<file path="src/rtl/vt100_fb_sched.sv">
// vt100_fb_sched
//   Shares the VT100 text framebuffer between the controller CPU write path and
//   a fill/scroll engine. The engine can clear the whole screen, clear one row,
//   or scroll the screen up by one row and fill the freed last row.
//
//   Ports
//     clk, rst_n            clock, asynchronous active-low reset
//     cpu_a/cpu_d/cpu_we    CPU cell write request; cpu_ready = accepted this cycle
//     cmd_valid/cmd_ready   engine command handshake
//     cmd_op/cmd_row/cmd_fill  00 clear screen, 01 scroll up, 10 clear row, 11 no-op
//     fb_ra/fb_rd/fb_q      framebuffer read port (1-cycle latency, data held)
//     fb_a/fb_d/fb_we       framebuffer write port
//     busy                  engine owns a command (cycle after accept .. DONE)
//     done                  single-cycle pulse when an engine command finishes
//
//   Configuration macro: VT100_FB_CPU_LOCK_EN
//     defined     - cpu_ready = !busy; CPU writes wait for the whole engine command.
//     not defined - cpu_ready = 1; CPU writes win arbitration and stall the engine
//                   by one cycle each.
//
//   All framebuffer outputs are registered. A write decided in cycle N appears
//   on fb_we/fb_a/fb_d in cycle N+1. Read strobes are computed from the next
//   state so fb_rd is high exactly while the FSM sits in COPY_RD, which makes
//   fb_q valid during the following COPY_WR cycle.
module vt100_fb_sched #(
    parameter int COLS = 80,
    parameter int ROWS = 25
) (
    input  logic        clk,
    input  logic        rst_n,
    input  logic [11:0] cpu_a,
    input  logic [15:0] cpu_d,
    input  logic        cpu_we,
    output logic        cpu_ready,
    input  logic        cmd_valid,
    output logic        cmd_ready,
    input  logic [1:0]  cmd_op,
    input  logic [4:0]  cmd_row,
    input  logic [15:0] cmd_fill,
    output logic [11:0] fb_ra,
    output logic        fb_rd,
    input  logic [15:0] fb_q,
    output logic [11:0] fb_a,
    output logic [15:0] fb_d,
    output logic        fb_we,
    output logic        busy,
    output logic        done
);

    typedef enum logic [2:0] {
        S_IDLE    = 3'd0,
        S_COPY_RD = 3'd1,
        S_COPY_WR = 3'd2,
        S_FILL    = 3'd3,
        S_DONE    = 3'd4
    } state_t;

    localparam logic [11:0] COLS_A        = 12'(COLS);
    localparam logic [11:0] CELLS_LAST    = 12'(COLS * ROWS - 1);
    localparam logic [11:0] COPY_LAST     = 12'(COLS * (ROWS - 1) - 1);
    localparam logic [11:0] LAST_ROW_BASE = 12'(COLS * (ROWS - 1));
    localparam logic [31:0] ROWS_U        = 32'(ROWS);

    state_t      state_q, state_d;
    logic [11:0] idx_q, idx_d;
    logic [11:0] end_q, end_d;
    logic [15:0] fill_q, fill_d;
    logic [11:0] fb_ra_q, fb_ra_d;
    logic        fb_rd_q, fb_rd_d;
    logic [11:0] fb_a_q, fb_a_d;
    logic [15:0] fb_d_q, fb_d_d;
    logic        fb_we_q, fb_we_d;
    logic        busy_q, busy_d;
    logic        done_q, done_d;
    logic        cmd_ready_q, cmd_ready_d;

    logic        cpu_grant_s;
    logic        eng_we_s;
    logic [15:0] eng_wd_s;
    logic [11:0] row_base_s;
    logic        row_ok_s;

`ifdef VT100_FB_CPU_LOCK_EN
    assign cpu_ready = ~busy_q;
`else
    assign cpu_ready = 1'b1;
`endif

    assign cpu_grant_s = cpu_we & cpu_ready;
    // Only meaningful when row_ok_s; truncation to 12 bits is harmless then.
    assign row_base_s  = 12'(cmd_row) * COLS_A;
    assign row_ok_s    = ({27'd0, cmd_row} < ROWS_U);

    assign cmd_ready = cmd_ready_q;
    assign fb_ra     = fb_ra_q;
    assign fb_rd     = fb_rd_q;
    assign fb_a      = fb_a_q;
    assign fb_d      = fb_d_q;
    assign fb_we     = fb_we_q;
    assign busy      = busy_q;
    assign done      = done_q;

    // Next-state, engine write request and registered-output computation.
    always_comb begin
        state_d  = state_q;
        idx_d    = idx_q;
        end_d    = end_q;
        fill_d   = fill_q;
        eng_we_s = 1'b0;
        eng_wd_s = fill_q;

        case (state_q)
            S_IDLE: begin
                if (cmd_valid) begin
                    fill_d = cmd_fill;
                    case (cmd_op)
                        2'b00: begin
                            state_d = S_FILL;
                            idx_d   = 12'd0;
                            end_d   = CELLS_LAST;
                        end
                        2'b01: begin
                            state_d = S_COPY_RD;
                            idx_d   = 12'd0;
                            end_d   = COPY_LAST;
                        end
                        2'b10: begin
                            if (row_ok_s) begin
                                state_d = S_FILL;
                                idx_d   = row_base_s;
                                end_d   = row_base_s + COLS_A - 12'd1;
                            end else begin
                                state_d = S_DONE;
                            end
                        end
                        default: state_d = S_DONE;
                    endcase
                end else begin
                    state_d = S_IDLE;
                end
            end
            S_COPY_RD: state_d = S_COPY_WR;
            S_COPY_WR: begin
                // fb_q is held by the RAM, so a stalled copy write stays correct.
                if (!cpu_grant_s) begin
                    eng_we_s = 1'b1;
                    eng_wd_s = fb_q;
                    if (idx_q == end_q) begin
                        state_d = S_FILL;
                        idx_d   = LAST_ROW_BASE;
                        end_d   = CELLS_LAST;
                    end else begin
                        state_d = S_COPY_RD;
                        idx_d   = idx_q + 12'd1;
                    end
                end else begin
                    state_d = S_COPY_WR;
                end
            end
            S_FILL: begin
                if (!cpu_grant_s) begin
                    eng_we_s = 1'b1;
                    eng_wd_s = fill_q;
                    if (idx_q == end_q) begin
                        state_d = S_DONE;
                    end else begin
                        idx_d = idx_q + 12'd1;
                    end
                end else begin
                    state_d = S_FILL;
                end
            end
            S_DONE:  state_d = S_IDLE;
            default: state_d = S_IDLE;
        endcase

        // CPU has priority on the single write port.
        if (cpu_grant_s) begin
            fb_we_d = 1'b1;
            fb_a_d  = cpu_a;
            fb_d_d  = cpu_d;
        end else if (eng_we_s) begin
            fb_we_d = 1'b1;
            fb_a_d  = idx_q;
            fb_d_d  = eng_wd_s;
        end else begin
            fb_we_d = 1'b0;
            fb_a_d  = fb_a_q;
            fb_d_d  = fb_d_q;
        end

        fb_rd_d = (state_d == S_COPY_RD);
        if (state_d == S_COPY_RD) begin
            fb_ra_d = idx_d + COLS_A;
        end else begin
            fb_ra_d = fb_ra_q;
        end

        busy_d      = (state_d != S_IDLE);
        done_d      = (state_d == S_DONE);
        cmd_ready_d = (state_d == S_IDLE);
    end

    // State, counters and registered outputs; reset aborts any command at once.
    always_ff @(posedge clk or negedge rst_n) begin
        if (!rst_n) begin
            state_q     <= S_IDLE;
            idx_q       <= 12'd0;
            end_q       <= 12'd0;
            fill_q      <= 16'd0;
            fb_ra_q     <= 12'd0;
            fb_rd_q     <= 1'b0;
            fb_a_q      <= 12'd0;
            fb_d_q      <= 16'd0;
            fb_we_q     <= 1'b0;
            busy_q      <= 1'b0;
            done_q      <= 1'b0;
            cmd_ready_q <= 1'b1;
        end else begin
            state_q     <= state_d;
            idx_q       <= idx_d;
            end_q       <= end_d;
            fill_q      <= fill_d;
            fb_ra_q     <= fb_ra_d;
            fb_rd_q     <= fb_rd_d;
            fb_a_q      <= fb_a_d;
            fb_d_q      <= fb_d_d;
            fb_we_q     <= fb_we_d;
            busy_q      <= busy_d;
            done_q      <= done_d;
            cmd_ready_q <= cmd_ready_d;
        end
    end

endmodule

</file>
<file path="config.mk">
export PLATFORM = sky130hd
export DESIGN_NAME = vt100_fb_sched
export DESIGN_NICKNAME = d
export VERILOG_FILES = /design/src/rtl/vt100_fb_sched.sv
export SDC_FILE = /design/constraint.sdc
export NUM_CORES = 1
export LEC_CHECK = 0
export ABC_AREA = 1
export BUFFER_PORTS_ARGS = -buffer_cell sky130_fd_sc_hd__buf_2
export CORE_MARGIN = 1.5
export CORE_UTILIZATION = 54
export CTS_CLUSTER_SIZE = 20
export DETAILED_ROUTE_END_ITERATION = 10
export PLACE_DENSITY = 0.88
export SKIP_LAST_GASP = 1
export SYNTH_ARGS = -nofsm -noshare
export SYNTH_HDL_FRONTEND = slang
export SYNTH_SLANG_ARGS = --single-unit
</file>
<file path="constraint.sdc">
create_clock -name clk -period 2.5 [get_ports clk]
set_input_delay 0.375 -clock clk [delete_from_list [all_inputs] [get_ports clk]]
set_output_delay 0.375 -clock clk [all_outputs]
set_load 0.01 [all_outputs]
</file>
==> results.sh, run 1 <==
export IMPL_grt_antenna_before_repair=0
export IMPL_die_area_mm2=0.00970
export IMPL_cts_root_buf="clkbuf_8"
export IMPL_total_power_mw=6.94
export IMPL_crit_arrival_ns=2.53
export IMPL_clock_latency_ns=0.36
export IMPL_layout_setup_ws_ns=0.206
export IMPL_fin_crit_sh_pct=91.7
export IMPL_antennaDiodeCount=0
export IMPL_std_cell_rows=34
export IMPL_critPathLaunchType="register"
export IMPL_path_max_fanout=24
export IMPL_port_buffers=115
export IMPL_clk_pin_slew_ns=0.09
export IMPL_via_per_inst=5.51
export IMPL_drv_slew=0
export IMPL_violations="negative hold slack"
export IMPL_cts_max_path_buffers=2
export IMPL_dr_total_vias=4977
export IMPL_dr_pass1_iters=5
export IMPL_syn_inst=654
export IMPL_fin_crit_ns=2.29
export IMPL_area_growth_syn_to_layout_pct=23.0
export IMPL_cpLargestDelayFamily="buffers and inverters"
export IMPL_reg2reg_from="state_q[0]"
export IMPL_cts_buffers=9
export IMPL_cellPowerDensity_mw_per_mm2=1150
export IMPL_grt_pass1_wl_um=22800
export IMPL_grt_pass1_vias=4873
export IMPL_dp_final_hpwl_um=10700
export IMPL_detail_route_antenna_nets=0
export IMPL_cp_num_buf_inv=3
export IMPL_final_setup_skew_ns=0.0130
export IMPL_worstMarginPinSlew_ns=0.548
export IMPL_critPathSlowestCell="dfrtp_1"
export IMPL_path_class="register to register"
export IMPL_die_x_um=98.5
export IMPL_placedCellCount=887
export IMPL_hold_slack_ns=-0.0186
export IMPL_synthArstFlopShare_pct=100
export IMPL_slowest_delay_ns=0.43
export IMPL_grt_max_degree=59
export IMPL_start_util_pct=56.2
export IMPL_drive_gt1_share_pct=27.4
export IMPL_syn_nets=740
export IMPL_fillCellCount=703
export IMPL_setup_violations=0
export IMPL_drt_wl_total_um=13900
export IMPL_clock_sinks=85
export IMPL_yosysWarnings=0
export IMPL_grt_util_all_layers_pct=29.1
export IMPL_fin_cells=904
export IMPL_relSlewSlack_pct=63.4
export IMPL_leakagePower_nw=3.19
export IMPL_grt_ovfl_total=0
export IMPL_ir_drop_uv=903
export IMPL_pre_cts_slack_ns=-0.142
export IMPL_synthFlopType="dfrtp_1"
export IMPL_gp_congestion=0.963
export IMPL_netlist_area_mm2=0.00492
export IMPL_maxCapViolCount=0
export IMPL_cts_max_level=3
export IMPL_core_mm2=0.00876
export IMPL_status="finished, violations left"
export IMPL_end_kind="register"
export IMPL_avgSynthCellArea_um2=7.53
export IMPL_hp_class="input pin to asynchronous set/reset pin"
export IMPL_synth_seq_area_share_pct=43.2
export IMPL_hold_viol_final=16
export IMPL_ys_types=46
export IMPL_worstPathRequired_ns=2.73
export IMPL_ys_seq_elements=85
export IMPL_cp_common_cell="nand2_1"
export IMPL_drt_iter0_drc=266
export IMPL_crit_chain="inv_1, nor2_1, nand2_1, nand2_2, inv_2, nand2_1, buf_4, o22ai_1, a21oi_1"
export IMPL_drc_errors=0
export IMPL_die_h_um=98.5
export IMPL_pin_count=117
export IMPL_wl_per_cell_um=15.3
export IMPL_fmax_mhz=436
export IMPL_startpoint="state_q[0]"
export IMPL_cts_tree="built"
export IMPL_synth_edf_count=0
export IMPL_finalNetCount=877
## synth_stat cells, types with 2 or more instances
master | instances | area [µm²]
nand3_1 | 60 | 300
inv_2 | 8 | 30.0
buf_4 | 3 | 22.5
nor2_2 | 4 | 25.0
dfrtp_1 | 84 | 2100
o21ai_0 | 20 | 100
nor2_4 | 4 | 45.0
o211ai_1 | 19 | 143
nor2_1 | 54 | 203
a211oi_1 | 5 | 37.5
nand2_4 | 2 | 22.5
o22ai_1 | 9 | 56.3
nor3_1 | 3 | 15.0
nand4_1 | 6 | 37.5
nand2_2 | 10 | 62.6
a21oi_1 | 20 | 100
ha_1 | 14 | 175
nand2_1 | 217 | 815
o21ai_1 | 7 | 35.0
nand3_2 | 3 | 30.0
a31oi_1 | 4 | 25.0
clkbuf_1 | 15 | 56.3
xor2_1 | 7 | 61.3
buf_1 | 2 | 7.51
clkinv_1 | 3 | 11.3
buf_2 | 2 | 10.0
nor3_2 | 2 | 20.0
inv_1 | 49 | 184
## flip-flops by register name (all words and copies together) (netlist names), 3 cells and up
register / cells
idx_q: 12
fb_ra: 12
state_q: 3
fill_q: 16
end_q: 9
fb_d: 16
fb_a: 12
## stage by stage
step | utilization, % | instance area, µm² | setup TNS [ns]
floorplan | - | 4920 | 0
finish | 69.1 | 6060 | 0
CTS | 68.7 | 6020 | 0
detailed placement | 66.1 | 5790 | -0.319
global route | 69.1 | 6060 | -0.0282
global placement | 66.1 | 5790 | -0.0206
## kinds of logic after synthesis
kind of cell | Yosys count | share of synthesized area (%)
AND/OR/NAND/NOR | 369 | 33.0
AO/OA/AOI/OAI | 91 | 11.3
buffers and inverters | 85 | 6.99
flip-flops | 85 | 43.2
adder cells (fa/ha/maj) | 15 | 3.96
XOR/XNOR | 8 | 1.42
other | 1 | 0.0761
## area by class of cell
cell class                 count  area, µm²  area share, %
clock buffer                  10        138           2.27
clock inverter                 6       92.6           1.53
inverter                      62        236           3.90
multi-input combinational    484       2480           40.9
sequential                    85       2130           35.2
tap                          108        135           2.23
timing repair buffer         149        846           14.0
## worst paths after layout
kind	slack, ns	end	depth (start not counted)
max reg2reg	0.21	fb_a[8]	9
min	-0.02	fb_rd	1
min in group clk	0.21	fill_q[2]	3
max	0.21	fb_a[8]	9
max in group asynchronous	1.86	cmd_ready	2
min reg2reg	0.48	fb_ra[3]	2
## cell usage in the layout (no fill, tap or decap), drive strengths merged
cell and instances:
nand2 229, buf 149, dfrtp 84, nand3 64, nor2 63, inv 60
o21ai 28, a21oi 20, o211ai 19, ha 14, clkbuf 10, o22ai 9
xor2 7, nand4 6, a211oi 5, nor3 5, a31oi 4, clkinv 4
clkinvlp 2, bufinv 2, a21boi 1, o221ai 1, o21bai 1, and2 1
o32ai 1, xnor2 1, or2 1, o31ai 1, a41oi 1, fa 1
conb 1, dfstp 1
## metal layers
metal | vias up | track usage (%) | wire, µm
li1 | 2407 | - | -
met2 | 224 | 48.8 | 6480
met3 | 31 | 4.11 | 1050
met1 | 2315 | 39.1 | 6020
met5 | - | 0 | 0
met4 | 0 | 9.97 | 306
## power by group
part	total, mW	switching [mW]	leakage [nW]	internal [mW]
Clock	1.12	0.526	0.110	0.597
Sequential	2.39	0.412	1.03	1.98
Combinational	3.43	2.18	2.05	1.25
## repair_timing
action / 4_1_cts / 5_1_grt
endpoints found under the setup margin: 0 / 5
buffers inserted: 0 / 1
hold buffers: 0 / 0
resized for setup: 0 / 14
Power figures use the tool's default switching activity.
==> inputs of run 2 (changes only) <==
RECOVER_POWER = 50   (was default)
==> run 2 against run 1 <==
Compared with the run above: hold slack better by 0.18 ns; the flow now finishes without violations; critical endpoint unchanged; total power is 0.56% lower; worst setup slack worse by 0.0033 ns.
==> results.sh, run 2 (same netlist as run 1, synthesis figures left out) <==
export IMPL_status="complete, no violations"
export IMPL_grt_ovfl_total=0
export IMPL_drive_gt1_share_pct=24.6
export IMPL_finalNetCount=877
export IMPL_critPathLaunchType="register"
export IMPL_final_setup_skew_ns=0.0128
export IMPL_final_util_pct=68.6
export IMPL_fin_crit_ns=2.30
export IMPL_placedCellCount=887
export IMPL_slowest_delay_ns=0.43
export IMPL_grt_max_degree=59
export IMPL_cts_max_path_buffers=2
export IMPL_via_per_inst=5.47
export IMPL_hold_slack_ns=0.162
export IMPL_grt_pass1_wl_um=22800
export IMPL_relSlewSlack_pct=25.1
export IMPL_setup_tns_ns=0
export IMPL_pin_count=117
export IMPL_fmax_mhz=435
export IMPL_grt_util_all_layers_pct=29.1
export IMPL_path_class="register to register"
export IMPL_drt_iter0_drc=276
export IMPL_hp_class="input pin to asynchronous set/reset pin"
export IMPL_cp_common_cell="nand2_1"
export IMPL_drv_slew=0
export IMPL_worstMarginPinSlew_ns=1.12
export IMPL_met3_wirelength_um=1050
export IMPL_dr_total_vias=4946
export IMPL_dr_pass1_iters=5
export IMPL_detail_route_antenna_nets=0
export IMPL_antennaDiodeCount=0
export IMPL_clock_latency_ns=0.36
export IMPL_end_kind="register"
export IMPL_fin_cells=904
export IMPL_layout_setup_ws_ns=0.203
export IMPL_die_area_mm2=0.00970
export IMPL_fin_crit_sh_pct=91.9
export IMPL_clock_sinks=85
export IMPL_pre_cts_slack_ns=-0.142
export IMPL_path_max_fanout=24
export IMPL_dp_final_hpwl_um=10700
export IMPL_critPathSlowestCell="dfrtp_1"
export IMPL_fillCellCount=722
export IMPL_wl_per_cell_um=15.4
export IMPL_ir_drop_uv=901
export IMPL_grt_antenna_before_repair=0
export IMPL_gp_congestion=0.963
export IMPL_cellPowerDensity_mw_per_mm2=1150
export IMPL_die_x_um=98.5
export IMPL_std_cell_rows=34
export IMPL_hold_viol_final=0
export IMPL_area_growth_syn_to_layout_pct=22.1
export IMPL_cts_tree="built"
export IMPL_m1WireLength_um=6020
export IMPL_leakagePower_nw=3.11
export IMPL_layout_commonest_cell="nand2_1"
export IMPL_clk_pin_slew_ns=0.09
export IMPL_r2r_worst_path_cells=9
export IMPL_cpLargestDelayFamily="buffers and inverters"
export IMPL_holdBufCountCts=0
export IMPL_met2WireLength_um=6510
export IMPL_worstPathRequired_ns=2.73
export IMPL_maxCapViolCount=0
export IMPL_crit_arrival_ns=2.53
export IMPL_die_h_um=98.5
export IMPL_crit_chain="inv_1, nor2_1, nand2_1, nand2_2, inv_2, nand2_1, buf_4, o22ai_1, a21oi_1"
export IMPL_placed_area_mm2=0.00579
export IMPL_grt_pass1_vias=4873
export IMPL_setup_violations=0
export IMPL_cts_max_level=3
export IMPL_final_cell_mix="nand2_1 (215), buf_2 (92), dfrtp_1 (79)"
export IMPL_port_buffers=115
export IMPL_cp_num_buf_inv=3
export IMPL_fin_area_mm2=0.00601
export IMPL_drt_wl_total_um=13900
export IMPL_core_mm2=0.00876
export IMPL_path_depth=9
export IMPL_top_layer_used="met4"
export IMPL_cts_root_buf="clkbuf_8"
export IMPL_cts_buffers=9
export IMPL_start_util_pct=56.2
export IMPL_drc_errors=0
export IMPL_total_power_mw=6.90
[run 2: path summary, 6_finish.rpt]
| kind | from | to | slack [ns] |
|---|---|---|---|
| setup / recovery | state_q[0] | fb_a[8] | 0.20 |
| hold / removal | rst_n | fb_rd | 0.16 |
| setup reg to reg | state_q[0] | fb_a[8] | 0.20 |
| hold reg to reg | fb_ra[3] | fb_ra[3] | 0.48 |
| max in group asynchronous | rst_n | idx_q[11] | 0.63 |
| min in group clk | cmd_fill[2] | fill_q[2] | 0.21 |
[run 2: timing repair]
| action | in CTS | in global routing |
|---|---|---|
| buffers inserted | 0 | 1 |
| endpoints found under the setup margin | 0 | 5 |
| gates resized for setup | 0 | 14 |
[run 2: power breakdown]
part           internal [mW]  switching, mW
sequential              1.98          0.416
combinational           1.21           2.18
clock                  0.597          0.527
[run 2: final cells by class]
cell class,count,area (µm²),share of cell area [%]
clock buffers,10,138,2.29
inverters,62,236,3.93
flip-flops and latches,85,2130,35.5
multi-input cells,484,2480,41.2
well taps,108,135,2.25
repair buffers,149,801,13.3
clock inverters,6,92.6,1.54
[run 2: layer usage]
metal / GRT usage [%] / vias to the layer above
met3: 4.11 / 31
met2: 48.8 / 214
met5: 0 / -
li1: - / 2405
met1: 39.1 / 2296
met4: 9.97 / 0
==> inputs of run 3 (changes only) <==
PLACE_DENSITY = 0.8   (was 0.88)
==> run 3 against run 2 <==
Compared with the run above: global-route usage grew 0.10 points; via count shrank 0.32%; die area is the same; hold slack gained 0.049 ns; highest routed layer unchanged.
==> results.sh, run 3 (same netlist as run 1, synthesis figures left out) <==
export IMPL_critPathSlowestCell="dfrtp_2"
export IMPL_hp_class="input pin to register"
export IMPL_final_util_pct=68.3
export IMPL_grt_antenna_before_repair=0
export IMPL_die_h_um=98.5
export IMPL_cellPowerDensity_mw_per_mm2=1140
export IMPL_area_growth_syn_to_layout_pct=21.6
export IMPL_relSlewSlack_pct=21.4
export IMPL_dr_total_vias=4930
export IMPL_setup_violations=0
export IMPL_cts_max_level=3
export IMPL_cts_root_buf="clkbuf_8"
export IMPL_dp_final_hpwl_um=10700
export IMPL_critPathLaunchType="register"
export IMPL_fin_crit_ns=2.32
export IMPL_met3_wirelength_um=999
export IMPL_start_util_pct=56.2
export IMPL_layout_commonest_cell="nand2_1"
export IMPL_drt_wl_total_um=13900
export IMPL_clock_sinks=85
export IMPL_worstPathRequired_ns=2.75
export IMPL_cts_buffers=9
export IMPL_maxCapViolCount=0
export IMPL_multi_input_area_mm2=0.00246
export IMPL_grt_ovfl_total=0
export IMPL_core_mm2=0.00876
export IMPL_cts_tree="built"
export IMPL_met2WireLength_um=6510
export IMPL_setup_tns_ns=0
export IMPL_fillCellCount=768
export IMPL_port_buffers=115
export IMPL_cp_num_buf_inv=1
export IMPL_worstMarginPinSlew_ns=1.18
export IMPL_grt_pass1_wl_um=22600
export IMPL_final_setup_skew_ns=0.0160
export IMPL_via_per_inst=5.47
export IMPL_slowest_delay_ns=0.45
export IMPL_dr_pass1_iters=5
export IMPL_m1WireLength_um=6160
export IMPL_fin_crit_sh_pct=92.8
export IMPL_final_cell_mix="nand2_1 (215), buf_2 (92), dfrtp_1 (77)"
export IMPL_grt_max_degree=69
export IMPL_ir_drop_uv=674
export IMPL_wl_per_cell_um=15.4
export IMPL_grt_util_all_layers_pct=29.2
export IMPL_grt_pass1_vias=4619
export IMPL_drv_slew=0
export IMPL_status="complete, no violations"
export IMPL_fmax_mhz=431
export IMPL_pin_count=117
export IMPL_drc_errors=0
export IMPL_top_layer_used="met4"
export IMPL_path_max_fanout=6
export IMPL_end_kind="register"
export IMPL_path_class="register to register"
export IMPL_clock_latency_ns=0.36
export IMPL_cts_max_path_buffers=2
export IMPL_antennaDiodeCount=0
export IMPL_std_cell_rows=34
export IMPL_finalNetCount=875
export IMPL_gp_congestion=0.980
export IMPL_cp_common_cell="nand3_1"
export IMPL_cpLargestDelayFamily="simple AND/OR/NAND/NOR gates"
export IMPL_crit_arrival_ns=2.57
export IMPL_drive_gt1_share_pct=24.2
export IMPL_leakagePower_nw=3.10
export IMPL_die_area_mm2=0.00970
export IMPL_hold_slack_ns=0.211
export IMPL_crit_chain="xor2_1, nor2_2, nand2_2, nor2_8, nand2_1, nand3_1, nand3_1, nand3_2, ha_1, inv_1, nand2_2, nand4_1, nand3_1, nand2_1"
export IMPL_drt_iter0_drc=378
export IMPL_clk_pin_slew_ns=0.10
export IMPL_die_x_um=98.5
export IMPL_detail_route_antenna_nets=0
export IMPL_hold_viol_final=0
export IMPL_seq_area_mm2=0.00214
export IMPL_grt_setup_unrepaired="false"
-- run 3: cell types whose count changed in the layout (fill, tap and decap cells not counted), moves of 2 or more --
cell / change
buf_4: -5
clkbuf_1: +3
clkinvlp_4: -2
dfrtp_1: -2
dfrtp_2: +2
nor2_2: +2
-- run 3: power by group --
| part | total [mW] | switching (mW) | internal [mW] | leakage [nW] |
|---|---|---|---|---|
| sequential | 2.38 | 0.400 | 1.98 | 1.03 |
| clock | 1.11 | 0.535 | 0.577 | 0.116 |
| combinational | 3.31 | 2.14 | 1.17 | 1.96 |
-- run 3: through the flow --
step	worst slack, ns	cells	cell area (µm²)	power, mW
floorplan	0.133	654	4920	4.51
global placement	0.0153	885	5780	5.56
detailed placement	-0.125	885	5780	5.67
CTS	0.122	901	6000	6.79
global route	0.0365	902	5990	7.34
finish	0.181	902	5990	6.80
-- run 3: worst paths after layout --
path / startpoint / endpoint / slack [ns] / depth (start not counted)
min in group asynchronous: rst_n / idx_q[11] / 0.23 / 1
min: cmd_fill[2] / fill_q[2] / 0.21 / 3
max in group asynchronous: rst_n / idx_q[2] / 0.77 / 2
max reg2reg: idx_q[8] / fb_ra[10] / 0.18 / 14
max: idx_q[8] / fb_ra[10] / 0.18 / 14
min reg2reg: fill_q[6] / fill_q[6] / 0.49 / 2
-- run 3: timing repair --
action	4_1_cts	5_1_grt
hold endpoints to repair	0	0
resized for setup	0	12
endpoints found under the setup margin	0	2
hold buffers	0	0
buffers inserted	0	1
-- run 3: tightest hold or removal path, stage by stage --
cell     delay (ns)
buf_2          0.08
nand2_1        0.04
nand2_1        0.04
-- run 3: metal layers --
metal  GRT usage, %  vias to the layer above
met5              0                        -
met4           8.45                        0
met3           3.48                       24
met2           45.5                      214
met1           43.3                     2295
li1               -                     2397
-- run 3: cell type report --
class | instances | area share [%]
Clock buffer | 9 | 2.07
Tap cell | 108 | 2.26
Multi-Input combinational cell | 484 | 41.2
Timing Repair Buffer | 147 | 13.2
Sequential cell | 85 | 35.7
Clock inverter | 7 | 1.71
Inverter | 62 | 3.95
